`src/rtl/rsa_pkg.sv`:
```
// Shared RSA datapath constants: core field widths, field indices and the
// byte-unpacker state encoding.
package rsa_pkg;

  localparam int RSA_WORD_W     = 32;
  localparam int RSA_NUM_FIELDS = 3;

  localparam int F_KEY = 0;
  localparam int F_MOD = 1;
  localparam int F_PT  = 2;

  typedef enum logic [1:0] {
    ST_IDLE  = 2'd0,
    ST_RUN   = 2'd1,
    ST_DONE  = 2'd2,
    ST_ABORT = 2'd3
  } unpack_state_t;

  // Bits needed to hold values 0..n-1, never less than one bit.
  function automatic int cnt_w(input int n);
    return (n < 2) ? 1 : $clog2(n);
  endfunction

endpackage

```
`src/rtl/rsa_word_assembler.sv`:
```
// rsa_word_assembler: staging register for one field. Bytes either shift in at the
// LSBs (MSB-first order) or land in their own byte lane (LSB-first order).
module rsa_word_assembler
  import rsa_pkg::*;
#(
  parameter int WORD_W = RSA_WORD_W
) (
  input  logic              clock,
  input  logic              reset,
  input  logic              clear,
  input  logic              wr_en,
  input  logic              lsb_first,
  input  logic [7:0]        data,
  output logic [WORD_W-1:0] word,
  output logic              full
);

  localparam int BPW = WORD_W / 8;
  localparam int LW  = cnt_w(BPW + 1);

  logic [WORD_W-1:0] stage;
  logic [LW-1:0]     count;

  assign full = (count == LW'(BPW));

  // word already includes the byte written this cycle, so the top can latch a
  // finished field on the same edge that captures its last byte.
  always_comb begin
    word = stage;
    if (wr_en && !full) begin
      if (lsb_first) begin
        for (int b = 0; b < BPW; b++) begin
          if (count == LW'(b)) word[8*b +: 8] = data;
        end
      end else begin
        word = WORD_W'({stage, data});
      end
    end
  end

  always_ff @(posedge clock) begin
    if (!reset) begin
      stage <= '0;
      count <= '0;
    end else if (clear) begin
      stage <= '0;
      count <= '0;
    end else if (wr_en && !full) begin
      stage <= word;
      count <= count + 1'b1;
    end
  end

endmodule

```
`src/rtl/rsa_field_unpacker.sv`:
```
// rsa_field_unpacker: drains NUM_FIELDS*WORD_W/8 bytes from a non-showahead FIFO and
// assembles them into NUM_FIELDS words with runtime byte order and a stall timeout.
//
// state    | meaning
// ST_IDLE  | waiting for start; fields hold the last completed transaction
// ST_RUN   | issuing FIFO reads and capturing bytes into the field assemblers
// ST_DONE  | one-cycle done pulse; fields already updated
// ST_ABORT | one-cycle error pulse after a stall timeout
module rsa_field_unpacker
  import rsa_pkg::*;
#(
  parameter int WORD_W      = RSA_WORD_W,
  parameter int NUM_FIELDS  = RSA_NUM_FIELDS,
  parameter int FIFO_LAT    = 1,
  parameter int TIMEOUT_CYC = 1024
) (
  input  logic                         clock,
  input  logic                         reset,
  input  logic                         start,
  input  logic                         lsb_first,
  input  logic [7:0]                   fifo_q,
  input  logic                         fifo_empty,
  output logic                         fifo_rdreq,
  output logic [NUM_FIELDS*WORD_W-1:0] fields,
  output logic [NUM_FIELDS-1:0]        field_valid,
  output logic                         busy,
  output logic                         done,
  output logic                         error
);

  localparam int BPW         = WORD_W / 8;
  localparam int TOTAL_BYTES = NUM_FIELDS * BPW;
  localparam int CW          = cnt_w(TOTAL_BYTES + 1);
  localparam int TW          = cnt_w(TIMEOUT_CYC + 1);

  unpack_state_t state, state_nxt;

  logic [CW-1:0]                issued, captured;
  logic [FIFO_LAT-1:0]          pipe;
  logic [TW-1:0]                tmr;
  logic                         order;
  logic                         accept, cap, last_cap, tmo;
  logic [NUM_FIELDS-1:0]        wr_sel, full;
  logic [NUM_FIELDS*WORD_W-1:0] staged;

  assign accept   = (state == ST_IDLE) && start;
  assign cap      = (state == ST_RUN) && pipe[FIFO_LAT-1];
  assign last_cap = cap && (captured == CW'(TOTAL_BYTES - 1));
  assign tmo      = (TIMEOUT_CYC != 0) && !cap && (tmr == TW'(1));

  assign field_valid = full;

  always_comb begin
    state_nxt  = state;
    fifo_rdreq = 1'b0;
    busy       = 1'b0;
    done       = 1'b0;
    error      = 1'b0;
    case (state)
      ST_IDLE: begin
        if (start) state_nxt = ST_RUN;
      end
      ST_RUN: begin
        busy       = 1'b1;
        fifo_rdreq = !fifo_empty && (issued < CW'(TOTAL_BYTES));
        if (last_cap)  state_nxt = ST_DONE;
        else if (tmo)  state_nxt = ST_ABORT;
      end
      ST_DONE: begin
        done      = 1'b1;
        state_nxt = ST_IDLE;
      end
      ST_ABORT: begin
        error     = 1'b1;
        state_nxt = ST_IDLE;
      end
      default: state_nxt = ST_IDLE;
    endcase
  end

  always_ff @(posedge clock) begin
    if (!reset) begin
      state    <= ST_IDLE;
      issued   <= '0;
      captured <= '0;
      pipe     <= '0;
      tmr      <= '0;
      order    <= 1'b0;
      fields   <= '0;
    end else begin
      state <= state_nxt;
      case (state)
        ST_IDLE: begin
          if (start) begin
            order    <= lsb_first;
            issued   <= '0;
            captured <= '0;
            pipe     <= '0;
            tmr      <= TW'(TIMEOUT_CYC);
          end
        end
        ST_RUN: begin
          if (fifo_rdreq) issued <= issued + 1'b1;
          pipe <= FIFO_LAT'({pipe, fifo_rdreq});
          if (cap) begin
            captured <= captured + 1'b1;
            tmr      <= TW'(TIMEOUT_CYC);
          end else if (tmr != '0) begin
            tmr <= tmr - 1'b1;
          end
          if (last_cap) fields <= staged;
        end
        // Reads still in flight when leaving RUN are dropped.
        default: pipe <= '0;
      endcase
    end
  end

  // Bytes fill fields in order: a field accepts only once every earlier one is full.
  for (genvar k = 0; k < NUM_FIELDS; k++) begin : g_field
    if (k == 0) begin : g_first
      assign wr_sel[k] = cap && !full[k];
    end else begin : g_next
      assign wr_sel[k] = cap && full[k-1] && !full[k];
    end

    rsa_word_assembler #(
      .WORD_W (WORD_W)
    ) u_asm (
      .clock     (clock),
      .reset     (reset),
      .clear     (accept),
      .wr_en     (wr_sel[k]),
      .lsb_first (order),
      .data      (fifo_q),
      .word      (staged[k*WORD_W +: WORD_W]),
      .full      (full[k])
    );
  end

endmodule

```
`config.mk`:
```
export PLATFORM = sky130hd
export DESIGN_NAME = rsa_field_unpacker
export DESIGN_NICKNAME = d
export VERILOG_FILES = /design/src/rtl/rsa_pkg.sv /design/src/rtl/rsa_word_assembler.sv /design/src/rtl/rsa_field_unpacker.sv
export SDC_FILE = /design/constraint.sdc
export NUM_CORES = 1
export LEC_CHECK = 0
export BUFFER_PORTS_ARGS = -buffer_cell sky130_fd_sc_hd__buf_2
export CORE_MARGIN = 2
export CORE_UTILIZATION = 49
export CTS_CLUSTER_SIZE = 10
export DETAILED_ROUTE_END_ITERATION = 8
export PLACE_DENSITY = 0.84
export RECOVER_POWER = 25
export REMOVE_ABC_BUFFERS = 1
export SYNTH_ARGS = -nofsm -noshare
export SYNTH_HDL_FRONTEND = slang
export SYNTH_SLANG_ARGS = --single-unit
```
`constraint.sdc`:
```
create_clock -name clock -period 2 [get_ports clock]
set_input_delay 0.1 -clock clock [delete_from_list [all_inputs] [get_ports clock]]
set_output_delay 0.1 -clock clock [all_outputs]
set_load 0.02 [all_outputs]
```
==> impl_metrics.tcl, run 1 <==
set metrics [dict create \
    synth-seq-area-share 0.496 \
    clock-skew-final_ns 0.0116 \
    min_period_ns 1.90 \
    worstMarginPinSlew_ns 0.680 \
    fin_cells 1282 \
    critPathMaxFanout 8 \
    cp-start-kind "register" \
    die_h_um 140 \
    ys.flop_type "dfxtp_1" \
    dp.cells 1243 \
    hold_class "in2reg" \
    antenna_found_initial 0 \
    slowest_delay_ns 0.38 \
    vias_per_cell 5.70 \
    power_frac_clock 0.447 \
    crit_required_ns 2.39 \
    drtPass1Iterations 5 \
    power_density_mw_per_mm2 846 \
    die_w_um 140 \
    ys_ff_latch 224 \
    groute.usage.overall 0.229 \
    switching_share 0.224 \
    cts_buffer_depth 3 \
    outcome "complete, no violations" \
    hold_viol 0 \
    drive_gt1_frac 0.161 \
    crit_chain "inv_2 > ha_4 > nand2_2 > buf_4 > a2111oi_4 > buf_12 > mux2i_1 > o2bb2ai_1" \
    comb_power_share 0.065 \
    reg2reg_depth 8 \
    synthArstFlopShare 0 \
    internal_power_uw 7230 \
    power.leakage_uw 0.00398 \
    grt_pass1_wl_um 37000 \
    ys_warn_count 0 \
    regArea_mm2 0.00449 \
    drv_cap 0 \
    clk_latency_ns 0.52 \
    grt-ovfl-total 0 \
    crit_path_top_delay_cell "a2111oi_4" \
    min_path_cells 3 \
    switching_power_uw 2090 \
    cts_root_buf "clkbuf_16" \
    totalWireLength_um 23200 \
    synth.avg_cell_area_um2 9.87 \
    synth_cells 915 \
    cts_buffers 26 \
    multi_input_comb_area_mm2 0.00423 \
    drtIter0Drc 555 \
    cts_setup_buffers 0 \
    postRouteAntennaNets 0 \
    worstPathArrival_ns 2.30 \
    via_count 7313 \
    routedWlPerCell_um 18.1 \
    n_antenna_cell 0 \
    route.detailed.drc 0 \
    synth_cell_types 60 \
    slew_viol_final 0 \
    core_area_mm2 0.0180 \
    gp_congestion 0.845 \
    num_io_pins 116 \
    grt_start_max_net_pins 94 \
    setup.worst_path.class "reg2reg" \
    grt_pass1_vias 7345 \
    crit_cells 8 \
    setup_violations 0 \
    fillers 1461 \
    synth_edf_count 0 \
    setup_ws_ns 0.0993 \
    pre_cts_slack_ns -0.0411 \
    start_util 0.501 \
    fp-row-count 49 \
    fmax_ghz 0.526 \
    slew_headroom 0.545 \
    area_growth_pct 22.0 \
    cts_sinks 224 \
    netlist_area_mm2 0.00903 \
    nNetsFinal 1083 \
    place.port_buffers 115 \
    die-area_mm2 0.0195 \
    critPathCaptureType "register" \
    tritoncts "yes" \
    p_seq_frac 0.488 \
    finalCritPeriodShare 0.950 \
    clkTransAtPathRegs_ns 0.05 \
    cp.buffers_inverters 3 \
    ir_worst_vdd_v 0.000677 \
    crit_family "buffers and inverters" \
    cts_max_level 1 \
    dpl.hpwl_um 15100 \
]
[layer usage]
layer	track usage	part of all wire	up-vias
li1	-	-	3466
met1	0.295	0.43	3532
met2	0.391	0.49	259
met3	0.0348	0.055	56
met4	0.0811	0.029	0
met5	0	0	-
[power by group through the flow]
stage | Sequential, uW | Combinational, uW | Clock, uW
floorplan | 4660 | 339 | 0
global placement | 4640 | 565 | 0
detailed placement | 4640 | 579 | 0
CTS | 4550 | 597 | 4200
global route | 4550 | 668 | 4380
finish | 4550 | 609 | 4160
[synthesized netlist by cell type (4+ instances only)]
cell type	number	area (um^2)
inv_1	72	270
xnor2_1	4	35.0
nor2b_1	4	25.0
nand2b_1	10	62.6
a21boi_0	5	37.5
nor2_1	117	439
a2111oi_4	5	138
buf_2	5	25.0
nand3b_1	9	67.6
o21ai_0	82	410
o22a_1	7	61.3
buf_4	4	30.0
o2bb2ai_1	87	762
mux2i_1	84	841
o22ai_1	9	56.3
nand2_1	20	75.1
buf_1	4	15.0
or3_1	6	37.5
clkbuf_1	41	154
and2_1	5	31.3
nand3_1	10	50.1
o2bb2ai_2	8	120
nor3_1	4	20.0
a21oi_1	24	120
dfxtp_1	224	4480
ha_1	19	238
[flip-flops by register name, indices dropped and copies added, names as in the netlist]
signal               flops
state                    2
order                    1
captured                 4
g_field.u_asm.stage     96
g_field.u_asm.count      9
fields                  96
tmr                     11
issued                   4
pipe                     1
[path summary, 6_finish.rpt]
path | start | to | slack [ns]
setup reg to reg | g_field[0].u_asm.count[0] | fields[32] | 0.1
hold / removal | reset | fields[70] | 0.02
hold reg to reg | fields[8] | fields[8] | 0.46
setup / recovery | g_field[0].u_asm.count[0] | fields[32] | 0.1
[cells in the final DEF (no fill, tap or decap), types with 27 or more instances in the layout]
master,instances
mux2i_1,71
o21ai_0,82
dfxtp_1,220
inv_1,68
o2bb2ai_1,83
clkbuf_16,27
nor2_1,117
buf_2,37
clkbuf_1,80
[cell type report]
class	count	area share
multi-input combinational	562	0.383
clock buffer	29	0.0620
timing repair buffer	163	0.0935
clock inverter	1	0.00272
inverter	74	0.0252
tap	229	0.0260
sequential	224	0.407
[metrics by stage]
stage                     total power [uW]   util  instance area [um^2]  setup TNS [ns]  hold slack [ns]
after CTS                             9340  0.608                 11000         -0.0202          0.00365
after global routing                  9600  0.612                 11000         -0.0332           0.0180
after floorplan                       5000      -                  8800         -519.10            0.228
after detailed placement              5220  0.563                 10100          -0.140            0.379
final                                 9320  0.612                 11000               0           0.0180
after global placement                5200  0.563                 10100               0            0.379
[worst register-to-register path: stages, from the launching register on]
cell	delay [ns]
dfxtp_1	0.33
inv_2	0.10
ha_4	0.15
nand2_2	0.06
buf_4	0.19
a2111oi_4	0.38
buf_12	0.20
mux2i_1	0.27
o2bb2ai_1	0.09
[timing repair]
item                       CTS  global route
setup endpoints to repair   15           109
resized for setup            5            36
hold endpoints to repair    21             0
hold buffers                 9             0
pin swaps                    1             4
[cell families (layout without fill, tap and decap cells)]
family	Yosys count	after routing	synth area share
DFF	224	224	0.496
and+or+nand+nor	205	205	0.109
adders and majority gates	19	19	0.0263
xor gates and xnor gates	5	5	0.00485
AOI/OAI and AO/OA	248	248	0.212
muxes	85	85	0.0943
buffers and inverters	129	267	0.0568
(Power assumes the default switching activity.)
==> inputs of run 2 (changes only) <==
--- a/config.mk
+++ b/config.mk
@@ -10,6 +10,7 @@
 export CORE_UTILIZATION = 49
 export CTS_CLUSTER_SIZE = 10
 export DETAILED_ROUTE_END_ITERATION = 8
+export MAX_ROUTING_LAYER = met4
 export PLACE_DENSITY = 0.84
 export RECOVER_POWER = 25
 export REMOVE_ABC_BUFFERS = 1
==> impl_metrics.tcl, run 2 (synthesized netlist as in run 1, its figures left out) <==
set metrics [dict create \
    outcome "complete, no violations" \
    p_seq_frac 0.488 \
    grt-ovfl-total 0 \
    num_io_pins 116 \
    final_area_mm2 0.0110 \
    min_period_ns 1.90 \
    dpl.hpwl_um 15100 \
    cp-start-kind "register" \
    switching_power_uw 2080 \
    crit_cells 6 \
    pre_cts_slack_ns -0.0411 \
    fillers 1457 \
    setup_ws_ns 0.102 \
    drtPass1Iterations 7 \
    critPathMaxFanout 37 \
    dp.cells 1243 \
    tritoncts "yes" \
    comb_power_share 0.065 \
    setup.worst_path.class "reg2reg" \
    setup_violations 0 \
    via_count 7270 \
    groute.usage.overall 0.236 \
    crit_path_top_delay_cell "dfxtp_1" \
    regArea_mm2 0.00449 \
    start_util 0.501 \
    top_regs "fields: 96 flops, g_field.u_asm.stage: 96 flops, tmr: 11 flops" \
    die_h_um 140 \
    r2r-start "state[0]" \
    reg2reg_depth 6 \
    n_antenna_cell 0 \
    fin_cells 1282 \
    slew_viol_final 0 \
    grt_pass1_wl_um 37000 \
    internal_power_uw 7230 \
    routedWlPerCell_um 18.1 \
    totalWireLength_um 23200 \
    r2r_setup_slack_ns 0.10 \
    most-common-layout-cells "dfxtp_1 (220), nor2_1 (117), o2bb2ai_1 (83)" \
    cts_sinks 224 \
    area_growth_pct 21.9 \
    endpoint "fields[54]" \
    crit_chain "nand3b_4 > nor3_2 > buf_12 > nand2_4 > buf_12 > o2bb2ai_1" \
    route.detailed.drc 0 \
    crit_family "simple AND/OR/NAND/NOR gates" \
    cp_common_cell "buf_12" \
    cp-startpoint "state[0]" \
    die_w_um 140 \
    cts_buffers 26 \
    finalSetupTns_ns 0 \
    mostFrequentLayoutCell "dfxtp_1" \
    cts_setup_buffers 0 \
    timing.rr.end "fields[54]" \
    critPathCaptureType "register" \
    fmax_ghz 0.527 \
    hold_viol 0 \
    postRouteAntennaNets 0 \
    utilization 0.611 \
    grt_pass1_vias 7325 \
    cts_max_level 1 \
    power.leakage_uw 0.00398 \
    fp-row-count 49 \
    crit_required_ns 2.43 \
    grt_start_max_net_pins 94 \
    cts_buffer_depth 3 \
    clk_latency_ns 0.52 \
    hold_class "in2reg" \
    drv_cap 0 \
    core_area_mm2 0.0180 \
    die-area_mm2 0.0195 \
    slowest_delay_ns 0.37 \
    cp.buffers_inverters 2 \
    ir_worst_vdd_v 0.000675 \
    power_density_mw_per_mm2 845 \
    switching_share 0.223 \
    slew_headroom 0.546 \
    drive_gt1_frac 0.161 \
    worstPathArrival_ns 2.33 \
    gp_congestion 0.858 \
    worstMarginPinSlew_ns 0.679 \
    power_frac_clock 0.446 \
    place.port_buffers 115 \
    finalCritPeriodShare 0.949 \
    cts_root_buf "clkbuf_16" \
    clock-skew-final_ns 0.0108 \
    multi_input_comb_area_mm2 0.00422 \
    clkTransAtPathRegs_ns 0.05 \
    drtIter0Drc 666 \
    nNetsFinal 1083 \
    postPlaceCellArea_mm2 0.0101 \
    vias_per_cell 5.67 \
    antenna_found_initial 0 \
]
## run 2: cell count changes in the layout (fill, tap and decap cells not counted)
| cell | change |
|---|---|
| mux2i_2 | +1 |
| mux2i_4 | -1 |
## run 2: worst min path at each step
stage	start	cells past startpoint	slack, ns	endpoint
floorplan	reset	1	0.23	captured[0]
global placement	lsb_first	3	0.38	order
detailed placement	lsb_first	3	0.38	order
CTS	reset	3	0.004	fields[70]
global route	reset	3	0.02	fields[70]
finish	reset	3	0.02	fields[70]
## run 2: timing repair
action | 4_1_cts | 5_1_grt
cloned | 0 | 0
resized for setup | 5 | 35
hold buffers | 9 | 0
pin swaps | 1 | 4
endpoints found under the setup margin | 15 | 110
hold endpoints to repair | 21 | 0
## run 2: stage by stage
step | hold slack (ns) | total power [uW]
floorplan | 0.228 | 5000
global placement | 0.379 | 5200
detailed placement | 0.379 | 5220
CTS | 0.00365 | 9340
global route | 0.0163 | 9600
finish | 0.0161 | 9310
## run 2: per-layer routing
metal  routed length (um)  global-route usage
met2                11300               0.388
met3                 1170              0.0327
met4                  639              0.0811
met1                10000               0.301
met5                    0                   -
## run 2: cell type report
cell class / count / share of cell area
Sequential cell: 224 / 0.408
Multi-Input combinational cell: 562 / 0.383
Timing Repair Buffer: 163 / 0.0936
Clock buffer: 29 / 0.0620
Tap cell: 229 / 0.0260
Inverter: 74 / 0.0252
Clock inverter: 1 / 0.00273
## run 2: tightest hold or removal path, delay by kind of cell
| family | cells | cell delay (ns) |
|---|---|---|
| AOI/OAI and AO/OA | 1 | 0.12 |
| buffers and inverters | 1 | 0.10 |
| and+or+nand+nor | 1 | 0.16 |
## run 2: power by group through the flow
| stage | Combinational [uW] | Sequential, uW | Clock (uW) |
|---|---|---|---|
| 2_1_floorplan | 339 | 4660 | 0 |
| 3_3_place_gp | 565 | 4640 | 0 |
| 3_5_place_dp | 579 | 4640 | 0 |
| 4_1_cts | 597 | 4550 | 4200 |
| 5_1_grt | 669 | 4550 | 4380 |
| 6_report | 609 | 4550 | 4150 |
==> inputs of run 3 (changes only) <==
--- a/config.mk
+++ b/config.mk
@@ -10,10 +10,12 @@
 export CORE_UTILIZATION = 49
 export CTS_CLUSTER_SIZE = 10
 export DETAILED_ROUTE_END_ITERATION = 8
+export HOLD_SLACK_MARGIN = 0.1
 export MAX_ROUTING_LAYER = met4
 export PLACE_DENSITY = 0.84
 export RECOVER_POWER = 25
 export REMOVE_ABC_BUFFERS = 1
 export SYNTH_ARGS = -nofsm -noshare
 export SYNTH_HDL_FRONTEND = slang
+export SYNTH_HIERARCHICAL = 1
 export SYNTH_SLANG_ARGS = --single-unit
==> constraint.sdc (replaced) <==
create_clock -name clock -period 1.6 [get_ports clock]
set_input_delay 0.08 -clock clock [delete_from_list [all_inputs] [get_ports clock]]
set_output_delay 0.08 -clock clock [all_outputs]
set_load 0.02 [all_outputs]
==> impl_metrics.tcl, run 3 <==
set metrics [dict create \
    netlist_area_mm2 0.00957 \
    fillers 1161 \
    cts_sinks 224 \
    critPathCaptureType "register" \
    r2r-start "g_field[1].u_asm/count[1]" \
    slew_headroom 0.576 \
    dpl.hpwl_um 17800 \
    start_util 0.495 \
    synth_edf_count 0 \
    finalSetupTns_ns -135.93 \
    utilization 0.721 \
    min_to "g_field[0].u_asm/stage[23]" \
    synthMostInstantiatedCell "dfxtp_1" \
    worstPathArrival_ns 3.01 \
    grt_pass1_vias 9846 \
    ys_warn_count 6 \
    fp-row-count 51 \
    setup_violations 216 \
    finalCritPeriodShare 1.63 \
    hold_class "in2reg" \
    synth_cell_types 57 \
    fmax_ghz 0.383 \
    slew_viol_final 0 \
    vias_per_cell 6.28 \
    synth_cells 1092 \
    crit_required_ns 2.00 \
    synth_largest_area_cell "dfxtp_1" \
    power.leakage_uw 0.00593 \
    nNetsFinal 1407 \
    rsz0062_at_grt "yes" \
    totalWireLength_um 39100 \
    die-area_mm2 0.0207 \
    most-common-layout-cells "dfxtp_1 (215), nand2_1 (185), buf_4 (151)" \
    yosys-top-cells-count "dfxtp_1 (224), nand2_1 (220), a21boi_0 (100)" \
    grt_start_max_net_pins 56 \
    groute.usage.overall 0.327 \
    timing.rr.end "fields[49]" \
    violations "setup timing" \
    drtIter0Drc 1396 \
    synth.avg_cell_area_um2 8.76 \
    synth-seq-area-share 0.469 \
    routedWlPerCell_um 23.8 \
    drtPass1Iterations 9 \
    top_regs "fields: 96 flops, g_field.u_asm/stage: 96 flops, tmr: 11 flops" \
    die_w_um 144 \
    hold_viol 0 \
    tritoncts "yes" \
    area_growth_pct 45.6 \
    worstHoldStart "fifo_q[7]" \
    outcome "finished, violations left" \
    min_path_cells 3 \
    min_period_ns 2.61 \
    drive_gt1_frac 0.379 \
    synthArstFlopShare 0 \
    ys_ff_latch 224 \
    cts_buffer_depth 3 \
    clk_latency_ns 0.53 \
    gp_congestion 0.934 \
    via_count 10300 \
    cp-start-kind "register" \
    r2r_setup_slack_ns -1.01 \
    cts_buffers 26 \
    reg2reg_depth 12 \
    cp.buffers_inverters 4 \
    ir_worst_vdd_v 0.000782 \
    die_h_um 144 \
    critPathMaxFanout 6 \
    power_density_mw_per_mm2 869 \
    cts_max_level 1 \
    grt_pass1_wl_um 52000 \
    crit_path_top_delay_cell "a222oi_1" \
    setup_ws_ns -1.01 \
    mostFrequentLayoutCell "dfxtp_1" \
    antenna_found_initial 1 \
    clock-skew-final_ns 0.0254 \
    postRouteAntennaNets 0 \
    core_area_mm2 0.0193 \
    worstMarginPinSlew_ns 0.634 \
    ys.flop_type "dfxtp_1" \
    crit_chain "inv_2 > ha_4 > nand2_2 > inv_2 > nor3b_4 > nor3b_4 > a21oi_4 > buf_6 > a222oi_1 > inv_1 > nand2_1 > a21boi_2" \
    synth.area.top_cells "dfxtp_1 (47%), nand2_1 (8.6%), a21boi_0 (7.8%)" \
    cts_root_buf "clkbuf_16" \
    slowest_delay_ns 0.44 \
    drv_cap 0 \
    place.port_buffers 115 \
    grt-ovfl-total 0 \
    crit_family "simple AND/OR/NAND/NOR gates" \
    num_io_pins 116 \
    synth_top_area_frac 0.469 \
    setup.worst_path.class "reg2reg" \
    clkTransAtPathRegs_ns 0.07 \
    route.detailed.drc 0 \
]
[run 3: cell types whose count changed in the layout (fill, tap and decap cells not counted), sizes merged, moves of 51 or more]
cell | previous run | this run
buf | 76 | 283
nand2 | 22 | 220
a21boi | 5 | 103
mux2i | 84 | 1
o2bb2ai | 95 | 22
o21ai | 83 | 14
nor2 | 117 | 66
[run 3: what timing repair did]
item	CTS	global route
pin swaps	117	65
setup buffers	45	30
setup endpoints to repair	213	217
gates cloned	2	1
hold endpoints to repair	10	0
resized for setup	231	154
hold buffers	7	0
[run 3: final cells by class]
cell class / instances / area (um^2) / area share
timing repair buffer: 318 / 2440 / 0.175
clock inverter: 1 / 5.00 / 0.000359
multi-input combinational: 734 / 5710 / 0.409
sequential: 224 / 4500 / 0.323
tap: 265 / 332 / 0.0238
antenna: 1 / 2.50 / 0.000180
inverter: 71 / 272 / 0.0195
clock buffer: 30 / 687 / 0.0493
[run 3: metrics by stage]
| stage | setup slack (ns) | std cells | cell area, um^2 | hold slack (ns) | total power, uW |
|---|---|---|---|---|---|
| after floorplan | -2.15 | 1029 | 9300 | 0.196 | 6200 |
| after global placement | -0.725 | 1532 | 11300 | 0.369 | 6600 |
| after detailed placement | -0.767 | 1532 | 11300 | 0.372 | 6630 |
| after CTS | -0.561 | 1613 | 13200 | 0.114 | 11900 |
| after global routing | -1.13 | 1644 | 13900 | 0.174 | 12400 |
| final | -1.01 | 1644 | 13900 | 0.182 | 12100 |
[run 3: layer usage]
layer  track usage  part of all wire  vias up  wire, um
met3        0.0693              0.10      328      4010
li1              -                 -     4316         -
met2         0.524              0.46      867     18000
met4         0.211             0.087        0      3420
met5             -                 0        -         0
met1         0.371              0.35     4809     13700
[run 3: power breakdown]
| group | leakage, uW | internal [uW] | switching, uW | total (uW) |
|---|---|---|---|---|
| combinational | 0.00378 | 525 | 634 | 1160 |
| clock | 0.000340 | 2980 | 2280 | 5260 |
| sequential | 0.00181 | 5630 | 52.2 | 5690 |
| total | 0.00593 | 9130 | 2970 | 12100 |
[run 3: worst max path at each step]
stage	start	end	slack (ns)	cells past startpoint
2_1_floorplan	state[1]	fields[0]	-2.15	4
3_3_place_gp	g_field[1].u_asm/count[0]	fields[44]	-0.73	12
3_5_place_dp	g_field[0].u_asm/count[1]	fields[43]	-0.77	12
4_1_cts	g_field[0].u_asm/count[1]	fields[43]	-0.56	13
5_1_grt	g_field[1].u_asm/count[1]	fields[42]	-1.13	12
6_report	g_field[1].u_asm/count[1]	fields[49]	-1.01	12
[run 3: worst register-to-register path: cells and delay by family, from the launching register on]
family          cells  cell delay [ns]
compound gates      3             0.64
flops               1             0.34
fa+ha+maj           1             0.18
simple gates        4             0.90
buf+inv             4             0.45
[run 3: logic make-up (layout without fill, tap and decap cells)]
group           Yosys count  in the layout  share of synthesized area
compound gates          257            257                      0.208
xor+xnor                  4              4                    0.00366
fa+ha+maj                19             19                     0.0248
buf+inv                 134            420                     0.0558
flops                   224            224                      0.469
mux                      26             26                     0.0305
other cells               0              1                          0
simple gates            428            428                      0.208
